==> config.mk <==
export PLATFORM = sky130hd
export DESIGN_NAME = mastermind_solver
export DESIGN_NICKNAME = d
export VERILOG_FILES = /design/src/rtl/mastermind_solver.sv
export SDC_FILE = /design/constraint.sdc
export NUM_CORES = 1
export LEC_CHECK = 0
export ABC_AREA = 1
export CAP_MARGIN = 15
export CORE_ASPECT_RATIO = 0.5
export CORE_MARGIN = 5
export CORE_UTILIZATION = 60
export CTS_CLUSTER_DIAMETER = 30
export CTS_CLUSTER_SIZE = 28
export DETAILED_ROUTE_END_ITERATION = 8
export PLACE_DENSITY = 0.77
export SYNTH_ARGS = -nofsm -noshare
export SYNTH_HDL_FRONTEND = slang
export SYNTH_SLANG_ARGS = --single-unit
export TNS_END_PERCENT = 10
==> constraint.sdc <==
create_clock -name MAX10_CLK1_50 -period 10.85 [get_ports MAX10_CLK1_50]
set_input_delay 1.085 -clock MAX10_CLK1_50 [delete_from_list [all_inputs] [get_ports MAX10_CLK1_50]]
set_output_delay 1.085 -clock MAX10_CLK1_50 [all_outputs]
set_load 0.01 [all_outputs]
==> src/rtl/mastermind_solver.sv <==
// mastermind_solver: automatic Mastermind codebreaker.
// Presents 4-digit guesses ({d3,d2,d1,d0}, 3 bits per digit), takes black/white
// peg feedback and picks each new guess as the first code in enumeration order
// (base-NUM_COLORS counter, d0 least significant) consistent with every stored
// (guess, feedback) pair. One history entry is checked per SEARCH cycle.
// Ports:
//   MAX10_CLK1_50          clock, rising edge
//   reset                  synchronous active-high reset
//   start                  starts a game from IDLE / DONE_WIN / DONE_FAIL
//   guess, guess_valid     presented guess, held until feedback arrives
//   fb_valid, fb_black, fb_white  feedback strobe and peg counts
//   busy, solved, failed   status flags
//   guess_count            guesses scored this game
//   checks                 consistency checks this game (only with
//                          MASTERMIND_SOLVER_STATS_EN defined)
module mastermind_solver #(
  parameter int unsigned NUM_COLORS  = 6,
  parameter int unsigned MAX_GUESSES = 10
) (
  input  logic        MAX10_CLK1_50,
  input  logic        reset,
  input  logic        start,
  output logic [11:0] guess,
  output logic        guess_valid,
  input  logic        fb_valid,
  input  logic [2:0]  fb_black,
  input  logic [2:0]  fb_white,
  output logic        busy,
  output logic        solved,
  output logic        failed,
`ifdef MASTERMIND_SOLVER_STATS_EN
  output logic [15:0] checks,
`endif
  output logic [3:0]  guess_count
);

  localparam int unsigned IW = $clog2(MAX_GUESSES);
  localparam int unsigned LW = $clog2(MAX_GUESSES + 1);

  typedef enum logic [2:0] {
    IDLE, SEARCH, PRESENT, DONE_WIN, DONE_FAIL
  } state_t;

  typedef struct packed {
    logic [11:0] g;
    logic [2:0]  b;
    logic [2:0]  w;
  } hist_t;

  state_t          r_state;
  logic [11:0]     r_cand;
  logic [LW-1:0]   r_hist_len;
  logic [IW-1:0]   r_hist_idx;
  hist_t           r_hist [MAX_GUESSES];

  logic [5:0]      w_score;
  logic            w_match;
  logic            w_last_idx;
  logic [12:0]     w_cand_next;
  logic [12:0]     w_guess_next;
  logic [3:0]      w_fb_sum;

  // Number of digits in code equal to col
  function automatic logic [2:0] count_col(input logic [11:0] code, input logic [2:0] col);
    logic [2:0] n;
    n = '0;
    for (int i = 0; i < 4; i++)
      if (code[3*i +: 3] == col) n = n + 3'd1;
    return n;
  endfunction

  // {black, white} of code a scored against code b
  function automatic logic [5:0] score(input logic [11:0] a, input logic [11:0] b);
    logic [2:0] blk, tot, ca, cb;
    blk = '0;
    tot = '0;
    for (int i = 0; i < 4; i++)
      if (a[3*i +: 3] == b[3*i +: 3]) blk = blk + 3'd1;
    for (int c = 0; c < 8; c++) begin
      ca  = count_col(a, 3'(c));
      cb  = count_col(b, 3'(c));
      tot = tot + ((ca < cb) ? ca : cb);
    end
    return {blk, 3'(tot - blk)};
  endfunction

  // {wrapped, code+1}; wrapped=1 means code was the last in enumeration
  function automatic logic [12:0] next_code(input logic [11:0] code);
    logic [11:0] n;
    logic        carry;
    n     = code;
    carry = 1'b1;
    for (int i = 0; i < 4; i++) begin
      if (carry) begin
        if (n[3*i +: 3] == 3'(NUM_COLORS - 1)) begin
          n[3*i +: 3] = 3'd0;
        end else begin
          n[3*i +: 3] = n[3*i +: 3] + 3'd1;
          carry       = 1'b0;
        end
      end
    end
    return {carry, n};
  endfunction

  assign w_score      = score(r_cand, r_hist[r_hist_idx].g);
  assign w_match      = (w_score == {r_hist[r_hist_idx].b, r_hist[r_hist_idx].w});
  assign w_last_idx   = (LW'(r_hist_idx) == r_hist_len - LW'(1));
  assign w_cand_next  = next_code(r_cand);
  assign w_guess_next = next_code(guess);
  assign w_fb_sum     = {1'b0, fb_black} + {1'b0, fb_white};

  // Solver FSM with registered outputs
  always_ff @(posedge MAX10_CLK1_50) begin
    if (reset) begin
      r_state     <= IDLE;
      r_cand      <= '0;
      r_hist_len  <= '0;
      r_hist_idx  <= '0;
      guess       <= '0;
      guess_valid <= 1'b0;
      busy        <= 1'b0;
      solved      <= 1'b0;
      failed      <= 1'b0;
      guess_count <= '0;
`ifdef MASTERMIND_SOLVER_STATS_EN
      checks      <= '0;
`endif
      for (int i = 0; i < MAX_GUESSES; i++) r_hist[i] <= '0;
    end else begin
      case (r_state)
        IDLE, DONE_WIN, DONE_FAIL: begin
          if (start) begin
            r_state     <= SEARCH;
            r_cand      <= '0;
            r_hist_len  <= '0;
            r_hist_idx  <= '0;
            busy        <= 1'b1;
            solved      <= 1'b0;
            failed      <= 1'b0;
            guess_count <= '0;
`ifdef MASTERMIND_SOLVER_STATS_EN
            checks      <= '0;
`endif
          end
        end
        SEARCH: begin
`ifdef MASTERMIND_SOLVER_STATS_EN
          // Only cycles that compare against a stored entry count as checks
          if (r_hist_len != '0 && checks != 16'hFFFF) checks <= checks + 16'd1;
`endif
          if (r_hist_len == '0 || (w_match && w_last_idx)) begin
            guess       <= r_cand;
            guess_valid <= 1'b1;
            r_state     <= PRESENT;
          end else if (w_match) begin
            r_hist_idx  <= r_hist_idx + IW'(1);
          end else if (w_cand_next[12]) begin
            r_state     <= DONE_FAIL;
            busy        <= 1'b0;
            failed      <= 1'b1;
          end else begin
            r_cand      <= w_cand_next[11:0];
            r_hist_idx  <= '0;
          end
        end
        PRESENT: begin
          if (fb_valid) begin
            guess_valid <= 1'b0;
            if (w_fb_sum > 4'd4 || (fb_black == 3'd3 && fb_white == 3'd1)) begin
              r_state <= DONE_FAIL;
              busy    <= 1'b0;
              failed  <= 1'b1;
            end else if (fb_black == 3'd4) begin
              guess_count <= guess_count + 4'd1;
              r_state     <= DONE_WIN;
              busy        <= 1'b0;
              solved      <= 1'b1;
            end else begin
              r_hist[r_hist_len[IW-1:0]] <= '{g: guess, b: fb_black, w: fb_white};
              r_hist_len  <= r_hist_len + LW'(1);
              guess_count <= guess_count + 4'd1;
              // History full, or nothing left after the current guess
              if (r_hist_len + LW'(1) == LW'(MAX_GUESSES) || w_guess_next[12]) begin
                r_state <= DONE_FAIL;
                busy    <= 1'b0;
                failed  <= 1'b1;
              end else begin
                r_cand     <= w_guess_next[11:0];
                r_hist_idx <= '0;
                r_state    <= SEARCH;
              end
            end
          end
        end
        default: r_state <= IDLE;
      endcase
    end
  end

endmodule

Word level (Yosys, flattened, before mapping)
Memories as Yosys holds them, arrays and structs flattened. A register that Yosys moved wholly into a read port is not among the register bits.
Cells that the tools add are included.
- $add $sub $neg: 72
- magnitude comparators: 9
- equality and inequality tests: 94
- mux-type cells: 176
- reduce and logical (&&, ||, !) cells: 33
- operators by type and width (operator ; number):
    $mux W3 ; 81
    $add A3 B1 Y3 const B ; 59
    $eq A3 B3 Y1 const B ; 38
    $mux W12 ; 8
    $mux W4 ; 16
    $mux W1 ; 61
    $eq A3 B2 Y1 const B ; 19
    $pmux W12 S3 ; 1
    $eq A3 B1 Y1 const B ; 10
    $reduce_and A10 Y1 ; 3
    $ne A2 B2 Y1 const B ; 14
    $logic_not A3 Y1 ; 9
    $lt A3 B3 Y1 ; 8
    $add A3 B3 Y3 ; 7
    $mux W18 ; 1
    $reduce_or A18 Y1 ; 1
    $pmux W4 S2 ; 2
    $reduce_and A8 Y1 ; 2
    $ne A3 B3 Y1 const B ; 5
    $add A4 B1 Y4 const B ; 3
    $eq A3 B3 Y1 ; 4
    $pmux W4 S3 ; 1
    $reduce_and A5 Y1 ; 2
    $pmux W3 S3 ; 1
    21 further kinds ; 28
- bits in registers: 43
- RAM bits: 180
- input port bits: 10
- output and inout bits: 20
- word-level logic and storage cells: 398
- memories: 1
- memory list (memory ; words ; width ; rd ports ; clocked after memory_dff ; write ports ; line ; source):
    r_hist ; 10 ; 18 ; 1 ; 1 ; 10 ; 54 ; hist_t r_hist [MAX_GUESSES];

Depth between registers and ports, before layout
Gate-level depths: netlist (run 1).
- word-level depth: 25
- mapped depth: 56
- mapped depth without buffers: 49

Worst setup path after synthesis (run 1)
No wires, ideal clock.
- path kind: register to register
- start: reg (tool-made name)
- end: reg (tool-made name)
- library setup time: 0.118 ns
- data arrival time: 7.434 ns
- data required time: 10.732 ns
- setup slack: 3.298 ns
- cell stages (with the launch flop): 48
- path buffers: 6
- clock period less this slack: 7.552 ns
- cell sequence: dfxtp_1 buf_6 buf_4 buf_2 buf_4 clkbuf_1 clkbuf_1 o21ai_0 o221ai_1 o211ai_1 nand2_1 nor2_1 inv_1 nor2_1 ha_1 or2_2 nand2_1 inv_1 [12 not listed] xor2_1 inv_1 nand2_1 nand2_1 nand3_1 nand2_1 nand2_1 nand2_1 inv_1 nand2_1 nand2_1 nand2_1 nor2_2 nand3_1 a21oi_2 nand4_2 xor2_1 nor2_1

==> results of run 1 <==
-- how the worst max path moves through the flow --
stage / slack [ps] / cells past startpoint / startpoint / end
6_report: 1810 / 45 / flop / r_cand[10]
5_1_grt: 1060 / 45 / flop / r_cand[10]
4_1_cts: 1990 / 45 / flop / r_cand[10]
3_5_place_dp: 2040 / 45 / flop / r_cand[11]
3_3_place_gp: 2200 / 45 / flop / r_cand[11]
2_1_floorplan: 3300 / 47 / flop / flop
-- cells in the final DEF (no fill, tap or decap), types with 4 or more instances in the layout --
cell | netlist | layout
clkinv_4 | 0 | 4
inv_6 | 1 | 7
clkbuf_16 | 0 | 43
ha_1 | 95 | 95
or2_2 | 11 | 11
nand2_1 | 418 | 418
o21ai_1 | 8 | 8
nor3_1 | 14 | 13
xnor2_1 | 33 | 33
nor2_1 | 365 | 359
nand4_1 | 13 | 13
clkinv_1 | 1 | 4
nand3_1 | 156 | 156
nor3_2 | 3 | 4
clkinv_2 | 0 | 6
o22ai_1 | 8 | 8
edfxtp_1 | 288 | 288
o21ai_0 | 101 | 100
xor2_1 | 36 | 36
a221o_1 | 6 | 6
mux2_2 | 4 | 4
mux2i_1 | 8 | 8
dfxtp_1 | 47 | 44
nand2_2 | 15 | 15
inv_1 | 237 | 237
nand4_2 | 4 | 4
buf_4 | 5 | 20
fa_1 | 10 | 10
a221oi_1 | 5 | 5
a21oi_1 | 88 | 88
clkdlybuf4s50_1 | 0 | 29
o221ai_1 | 20 | 20
o21bai_1 | 9 | 9
nor2_2 | 7 | 13
o211ai_1 | 11 | 11
clkinvlp_4 | 0 | 4
-- stage by stage --
stage | utilization (%) | power (mW)
4_1_cts | 66.48 | 7.291
3_5_place_dp | 62.08 | 5.902
2_1_floorplan | - | 4.809
5_1_grt | 66.48 | 7.928
3_3_place_gp | 62.08 | 5.809
6_report | 66.48 | 7.389
-- layout make-up --
class / instances / area, um2 / share of cell area, %
Sequential cell: 335 / 9595 / 45.93
Clock buffer: 47 / 1101 / 5.270
Clock inverter: 28 / 281.5 / 1.348
Inverter: 242 / 913.4 / 4.372
Multi-Input combinational cell: 1475 / 8019 / 38.38
Tap cell: 432 / 540.5 / 2.587
Timing Repair Buffer: 49 / 440.4 / 2.108
-- logic make-up after synthesis --
| group | Yosys count |
|---|---|
| buf+inv | 331 |
| simple gates | 1019 |
| fa+ha+maj | 105 |
| compound gates | 270 |
| flops | 335 |
| xor+xnor | 69 |
| mux | 12 |
-- routing by layer --
layer  routed length (um)  share of wire [%]  global-route usage (%)
met5                   20              0.037                       0
met2                23950                 45                   47.80
met3                 6845                 13                   7.096
met4                 1714                3.2                   9.534
met1                20890                 39                   41.31
-- critical path: cells and delay by family (launching register included) --
family / cells / cell delay [ps]
flip-flops: 1 / 860
AO/OA/AOI/OAI: 6 / 1130
adder cells (fa/ha/maj): 7 / 2560
buffers and inverters: 7 / 960
multiplexers: 1 / 200
XOR/XNOR: 2 / 430
AND/OR/NAND/NOR: 22 / 2680
-- report_power, final --
group / switching [mW] / internal (mW) / total, mW
clock network: 0.561 / 0.815 / 1.38
logic: 2.78 / 1.66 / 4.44
registers: 0.103 / 1.47 / 1.58
total: 3.44 / 3.95 / 7.39
-- state kept, by name, summed over array words and instances, names as in the netlist, named ones only --
signal / cells
guess: 12
guess_valid: 1
solved: 1
r_hist_len: 4
guess_count: 4
busy: 1
failed: 1
r_state: 3
r_hist: 288
r_hist_idx: 4
r_cand: 12
==> flow_summary_export.csv, run 1 <==
group,metric,value,unit
logic_synthesis,ys_top_cells_by_area,"edfxtp_1 (46%), nand2_1 (8.3%), nor2_1 (7.2%), ha_1 (6.3%), dfxtp_1 (5.0%)",
worst_setup_path,cp.arrival,9460,ps
clocking,cts_resized,0,
place,io_buffer_count,29,
worst_setup_path,critPathKind,"flop to flop",
min_path,min_path_type,"flop to flop",
detailed_routing,first_pass_iters,6,
worst_setup_path,worst_path_max_delay_cell,"dfxtp_4",
floorplanning,pin_count,30,
floorplanning,start_util,60.33,%
place,place_area,19510,um2
layout,final_nets,2259,
logic_synthesis,syn_inst,2141,
min_path,whs_endpoint,"failed",
timing,period_needed,9045,ps
min_path,min_from,"failed",
timing,fmaxAchievable,110.6,MHz
logic_synthesis,synth-xor-area-share,3.188,%
power,p_leak,8.348,nW
logic_synthesis,yosysTopAreaCell,"edfxtp_1",
clocking,cts_root_buffer,"clkbuf_16",
timing,final_hold_viol_count,0,
logic_synthesis,ys_seq_area_share,50.58,%
detailed_routing,wl_per_cell,20.48,um
detailed_routing,drtIter0Drc,1921,
job,drv_cap,0,
logic_synthesis,syn-num-nets,2256,
timing,fin_ws,1805,ps
grt,antenna_found_initial,1,
logic_synthesis,synth_common_cells,"nand2_1 (418), nor2_1 (365), edfxtp_1 (288)",
detailed_routing,vias,15510,
power,max-vdd-ir-drop,0.7436,mV
clocking,cts_num_sinks,335,
logic_synthesis,yosysWarnings,0,
logic_synthesis,async_flop_share,0,%
timing,worst_hold_slack,447.8,ps
timing,worst_pin_slew,1211,ps
place,dpl_worst_slack,2036,ps
worst_setup_path,endpoint_kind,"flop",
layout,fin_cells,2608,
logic_synthesis,synthMuxAreaShare,0.6600,%
clocking,clk_pin_slew,60,ps
timing,setup_viol,0,
grt,overflow,0,
layout,antenna_cells,0,
detailed_routing,ant_nets,0,
logic_synthesis,synth_compound_area_share,8.342,%
timing,fin_skew,29.73,ps
grt,grt_pass1_vias,14500,
place,gp_congestion,0.9090,
logic_synthesis,synth.most_common_cell,"nand2_1",
worst_setup_path,slowest_delay,860,ps
clocking,cts_made_buffers,41,
worst_setup_path,ff2ff_path_depth,45,
timing,period_share,83.36,%
clocking,clk_latency,550,ps
floorplanning,die_x,261.4,um
place,dp.cells,2533,
logic_synthesis,synth.distinct_cells,54,
logic_synthesis,synth_top_family_by_area,"simple AND/OR/NAND/NOR gates",
worst_setup_path,r2r_slack,1810,ps
worst_setup_path,worst_setup_path_start_kind,"flop",
clocking,postCtsSetupBuffers,0,
logic_synthesis,avgSynthCellArea,8.855,um2
worst_setup_path,worstReg2RegEnd,"r_cand[10]",
grt,grt_start_max_net_pins,91,
layout,synthToLayoutAreaGrowth,10.20,%
logic_synthesis,synth_top_area_share,45.62,%
layout,finish.instance_area,20890,um2
place,dp.final_hpwl,34.50,mm
detailed_routing,wl,53.42,mm
power,powerDensity,353.7,nW/um2
grt,grt_util_all_layers,30.02,%
worst_setup_path,critical_path_required,11260,ps
floorplanning,fp.dieH,135.7,um
floorplanning,die-area,35470,um2
grt,grt_first_pass_wirelength,81.85,mm
detailed_routing,avgViaCountPerCell,5.947,
floorplanning,core_area,31430,um2
clocking,cts_max_path_buffers,3,
layout,final_layout_size_suffix_gt1_share,7.215,%
logic_synthesis,synth-main-ff-cell,"edfxtp_1",
clocking,cts_htree_levels,2,
logic_synthesis,synth_adder_area_share,7.326,%
logic_synthesis,synth-simple-area-share,22.66,%
worst_setup_path,crit_fanout,74,
timing,max_slew_margin,19.06,%
clocking,cts_tree,"done",
logic_synthesis,synth_edf_count,288,
status,status,"finished clean",
detailed_routing,drc,0,
floorplanning,num_rows,46,
timing,rsz0062_at_grt,"false",
worst_setup_path,path_common_cell,"nand2_1",
timing,slew_viol_final,0,
min_path,hold_depth,2,
logic_synthesis,syn_area,18960,um2
timing,fin_tns_setup,0,ps
clocking,hold_buffers,0,
layout,fill_cells,2461,
logic_synthesis,synth-seq-cells,335,
Power figures use the tool's default switching activity.
==> inputs of run 2 (changes only) <==
Clock period 10.85 ns to 9.4 ns, I/O delays scaled along.
==> run 2 against run 1 <==
Hold slack improved by 3.7 ps; flip-flop and latch count unchanged; setup slack got worse by 1000 ps; final cell count increased by 0.61%; sequential power increased by 15%; routed wire length decreased by 2.7%; register-to-register slack got worse by 1000 ps; fmax increased by 4.9%; sequential share of layout area decreased by 0.44 points; non-clock buffer count increased by 15; global-route usage decreased by 0.88 points; total power increased by 15%; largest cell class unchanged; largest power group unchanged.
==> flow_summary_export.csv, run 2 (synthesized netlist as in run 1, its figures left out) <==
group,metric,value,unit
floorplanning,die-area,35470,um2
min_path,min_path_type,"flop to flop",
clocking,cts_root_buffer,"clkbuf_16",
detailed_routing,first_pass_iters,6,
worst_setup_path,critical_path_required,9820,ps
layout,synthToLayoutAreaGrowth,11.27,%
timing,fin_tns_setup,0,ps
worst_setup_path,critPathKind,"flop to flop",
worst_setup_path,r2r_slack,780,ps
timing,worst_pin_slew,1110,ps
clocking,cts_htree_levels,2,
worst_setup_path,worst_path_max_delay_cell,"dfxtp_4",
grt,grt_first_pass_wirelength,79.76,mm
grt,grt_util_all_layers,29.13,%
layout,layout_common_cells,"nand2_1 (418), nor2_1 (359), edfxtp_1 (288)",
worst_setup_path,worst_setup_path_start_kind,"flop",
worst_setup_path,path_common_cell,"nand2_1",
timing,period_needed,8619,ps
clocking,cts_resized,0,
timing,rsz0062_at_grt,"false",
detailed_routing,ant_nets,0,
worst_setup_path,slowest_delay,650,ps
layout,reg_top3,"r_hist (288), guess (12), r_cand (12)",
clocking,cts_made_buffers,41,
detailed_routing,avgViaCountPerCell,5.875,
grt,grt_start_max_net_pins,66,
worst_setup_path,endpoint_kind,"flop",
place,dpl_worst_slack,971.3,ps
detailed_routing,wl_per_cell,19.80,um
grt,antenna_found_initial,0,
floorplanning,die_x,261.4,um
detailed_routing,drc,0,
floorplanning,fp.dieH,135.7,um
place,io_buffer_count,29,
min_path,whs_endpoint,"failed",
detailed_routing,wl,51.96,mm
place,gp_congestion,0.9358,
detailed_routing,vias,15420,
timing,fin_skew,34.71,ps
timing,slew_viol_final,0,
layout,final_layout_size_suffix_gt1_share,7.801,%
clocking,clk_pin_slew,50,ps
layout,antenna_cells,0,
min_path,hold_depth,2,
detailed_routing,dr_wl_met2,23.85,mm
layout,largest-register,"r_hist",
clocking,clk_latency,560,ps
floorplanning,start_util,60.33,%
worst_setup_path,crit_fanout,44,
clocking,cts_max_path_buffers,3,
clocking,cts_tree,"done",
worst_setup_path,ff2ff_path_depth,43,
power,powerDensity,404.5,nW/um2
timing,max_slew_margin,25.85,%
floorplanning,pin_count,30,
grt,overflow,0,
power,max-vdd-ir-drop,0.7805,mV
power,p_leak,8.468,nW
timing,fmaxAchievable,116.0,MHz
detailed_routing,top_layer_used,"met4",
timing,period_share,91.69,%
grt,grt_pass1_vias,14500,
clocking,postCtsSetupBuffers,0,
layout,largest_reg_flops,288,
timing,final_hold_viol_count,0,
min_path,min_from,"failed",
floorplanning,core_area,31430,um2
timing,setup_viol,0,
layout,layout_commonest_cell,"nand2_1",
clocking,cts_num_sinks,335,
detailed_routing,wl_met3,5.657,mm
clocking,hold_buffers,0,
detailed_routing,wl_met1,20.64,mm
detailed_routing,drtIter0Drc,2251,
floorplanning,num_rows,46,
layout,final_nets,2274,
place,dp.final_hpwl,34.55,mm
job,drv_cap,0,
worst_setup_path,cp.arrival,9040,ps
status,status,"finished clean",
timing,fin_ws,780.9,ps
## run 2: cell count changes in the layout (fill, tap and decap cells not counted)
cell | previous run | this run
clkinvlp_4 | 4 | 0
clkinv_1 | 4 | 6
buf_12 | 0 | 1
bufinv_16 | 3 | 5
inv_16 | 0 | 1
buf_8 | 0 | 1
clkbuf_8 | 1 | 2
buf_4 | 20 | 32
clkinv_2 | 6 | 4
clkbuf_4 | 0 | 1
inv_6 | 7 | 8
## run 2: final cells by class
cell class,instances,area [um2]
flip-flops and latches,335,9595
multi-input cells,1475,8019
fillers,2441,10330
well taps,432,540.5
inverters,242,913.4
clock buffers,48,1115
clock inverters,28,337.8
repair buffers,64,573.1
## run 2: per-layer routing
layer / vias up / track usage (%)
li1: 7158 / -
met5: - / 0
met1: 7288 / 39.47
met4: 0 / 9.971
met3: 137 / 5.923
met2: 834 / 47.50
## run 2: critical path, delay by kind of cell, from the launching register on
family	cells	cell delay [ps]
XOR/XNOR	3	660
multiplexers	1	210
flip-flops	1	650
AND/OR/NAND/NOR	20	2480
AO/OA/AOI/OAI	6	1090
buffers and inverters	6	800
adder cells (fa/ha/maj)	7	2550
## run 2: worst max-delay path by stage
stage	end	slack [ps]	cells after the start
4_1_cts	r_cand[10]	910	45
3_5_place_dp	r_cand[10]	970	45
5_1_grt	r_cand[10]	60	44
2_1_floorplan	flop	1850	47
3_3_place_gp	r_cand[9]	1110	47
6_report	flop	780	43
## run 2: per-stage QoR
stage          total power [mW]  instance area (um2)  utilization, %  hold slack [ps]  instances
6_report                  8.532                21090           67.12            451.5       2624
5_1_grt                   9.293                21090           67.12            484.7       2624
4_1_cts                   8.464                21070           67.05            452.0       2622
3_5_place_dp              6.789                19620           62.43            443.8       2546
3_3_place_gp              6.716                19620           62.43            435.5       2546
2_1_floorplan             5.550                18960               -            469.5       2141
## run 2: report_power, final
group	switching [mW]	internal, mW	total [mW]
sequential	0.112	1.70	1.81
combinational	3.14	1.92	5.06
clock	0.656	1.01	1.66
total	3.90	4.63	8.53
==> inputs of run 3 (changes only) <==
Settings changed: CAP_MARGIN 15 to not set.
==> run 3 against run 2 <==
First-iteration DRC count decreased by 6.5%; routed wire length increased by 0.15%; utilization decreased by 0.072 points; combinational power about the same; hold slack improved by 0.92 ps; largest power group unchanged.
==> flow_summary_export.csv, run 3 (synthesized netlist as in run 1, its figures left out) <==
group,metric,value,unit
power,max-vdd-ir-drop,0.7895,mV
layout,largest-register,"r_hist",
detailed_routing,top_layer_used,"met4",
place,place_area,19620,um2
status,status,"finished clean",
worst_setup_path,worst_path_max_delay_cell,"dfxtp_4",
layout,regArea,9595,um2
timing,final_hold_viol_count,0,
detailed_routing,vias,15440,
detailed_routing,avgViaCountPerCell,5.889,
layout,postLayoutCoreUtil,67.05,%
timing,period_needed,8618,ps
layout,final_layout_size_suffix_gt1_share,7.717,%
floorplanning,num_rows,46,
floorplanning,start_util,60.33,%
layout,layout_commonest_cell,"nand2_1",
place,dp.final_hpwl,34.55,mm
clocking,cts_resized,0,
timing,worst_pin_slew,1240,ps
grt,overflow,0,
detailed_routing,drc,0,
timing,fin_skew,35.39,ps
grt,grt_pass1_vias,14500,
layout,synthToLayoutAreaGrowth,11.15,%
clocking,postCtsSetupBuffers,0,
clocking,cts_made_buffers,41,
clocking,cts_num_sinks,335,
clocking,cts_max_path_buffers,3,
grt,grt_util_all_layers,29.13,%
floorplanning,fp.dieH,135.7,um
clocking,clk_latency,560,ps
worst_setup_path,path_common_cell,"nand2_1",
power,p_leak,8.456,nW
detailed_routing,ant_nets,0,
worst_setup_path,slowest_delay,650,ps
detailed_routing,wl_met3,5.632,mm
layout,multi_input_area,8019,um2
floorplanning,die_x,261.4,um
grt,grt_first_pass_wirelength,79.76,mm
worst_setup_path,crit_fanout,44,
detailed_routing,drtIter0Drc,2105,
timing,fmaxAchievable,116.0,MHz
layout,finish.instance_area,21070,um2
worst_setup_path,endpoint_kind,"flop",
detailed_routing,wl_met1,20.73,mm
layout,largest_reg_flops,288,
detailed_routing,dr_wl_met2,23.83,mm
job,drv_cap,0,
clocking,clk_pin_slew,50,ps
floorplanning,die-area,35470,um2
layout,antenna_cells,0,
layout,layout_common_cells,"nand2_1 (418), nor2_1 (359), edfxtp_1 (288)",
worst_setup_path,critical_path_required,9820,ps
place,gp_congestion,0.9358,
detailed_routing,first_pass_iters,6,
timing,fin_tns_setup,0,ps
clocking,cts_tree,"done",
timing,slew_viol_final,0,
clocking,cts_htree_levels,2,
worst_setup_path,critPathKind,"flop to flop",
timing,max_slew_margin,17.26,%
timing,rsz0062_at_grt,"false",
min_path,min_from,"failed",
place,io_buffer_count,29,
worst_setup_path,crit_family,"simple AND/OR/NAND/NOR gates",
floorplanning,core_area,31430,um2
layout,final_nets,2272,
detailed_routing,wl_per_cell,19.84,um
grt,antenna_found_initial,0,
grt,grt_start_max_net_pins,66,
layout,fill_cells,2443,
clocking,cts_root_buffer,"clkbuf_16",
worst_setup_path,worst_setup_path_start_kind,"flop",
timing,setup_viol,0,
layout,reg_top3,"r_hist (288), guess (12), r_cand (12)",
detailed_routing,wl,52.03,mm
worst_setup_path,cp.arrival,9040,ps
power,powerDensity,405.3,nW/um2
floorplanning,pin_count,30,
timing,period_share,91.69,%
worst_setup_path,worst-path-buf-inv,6,
clocking,hold_buffers,0,
min_path,min_path_type,"flop to flop",
[run 3: cell count changes in the layout (fill, tap and decap cells not counted), sizes merged]
| cell | delta |
|---|---|
| buf | -1 |
| clkbuf | -1 |
[run 3: final timing paths]
kind	to	slack [ps]	cells after the start
min reg2reg	failed	450	2
max reg2reg	r_cand[10]	780	44
min	failed	450	2
max	r_cand[10]	780	44
[run 3: tightest hold or removal path: cells and delay by family, from the launching register on]
family                 cells  cell delay (ps)
buffers and inverters      1               50
flip-flops                 1              300
AO/OA/AOI/OAI              1               50
[run 3: power breakdown]
group / internal (mW) / switching, mW
logic: 1.92 / 3.15
clock network: 1.01 / 0.657
registers: 1.70 / 0.110
total: 4.62 / 3.92
[run 3: cell type report]
cell class	instances	area share (%)
Sequential cell	335	45.54
Multi-Input combinational cell	1475	38.06
Clock buffer	48	5.291
Inverter	242	4.335
Timing Repair Buffer	62	2.613
Tap cell	432	2.565
Clock inverter	28	1.603
[run 3: layer usage]
layer  vias up  global-route usage (%)
met4         0                   9.971
met5         -                       0
li1       7164                       -
met2       857                   47.50
met3       146                   5.923
met1      7273                   39.47
[run 3: through the flow]
stage	instances	hold WS (ps)	power [mW]	setup slack, ps
final	2622	452.4	8.541	781.6
after global routing	2622	484.7	9.291	59.96
after CTS	2622	452.0	8.464	914.7
after detailed placement	2546	443.8	6.789	971.3
after global placement	2546	435.5	6.716	1108
after floorplan	2141	469.5	5.550	1848
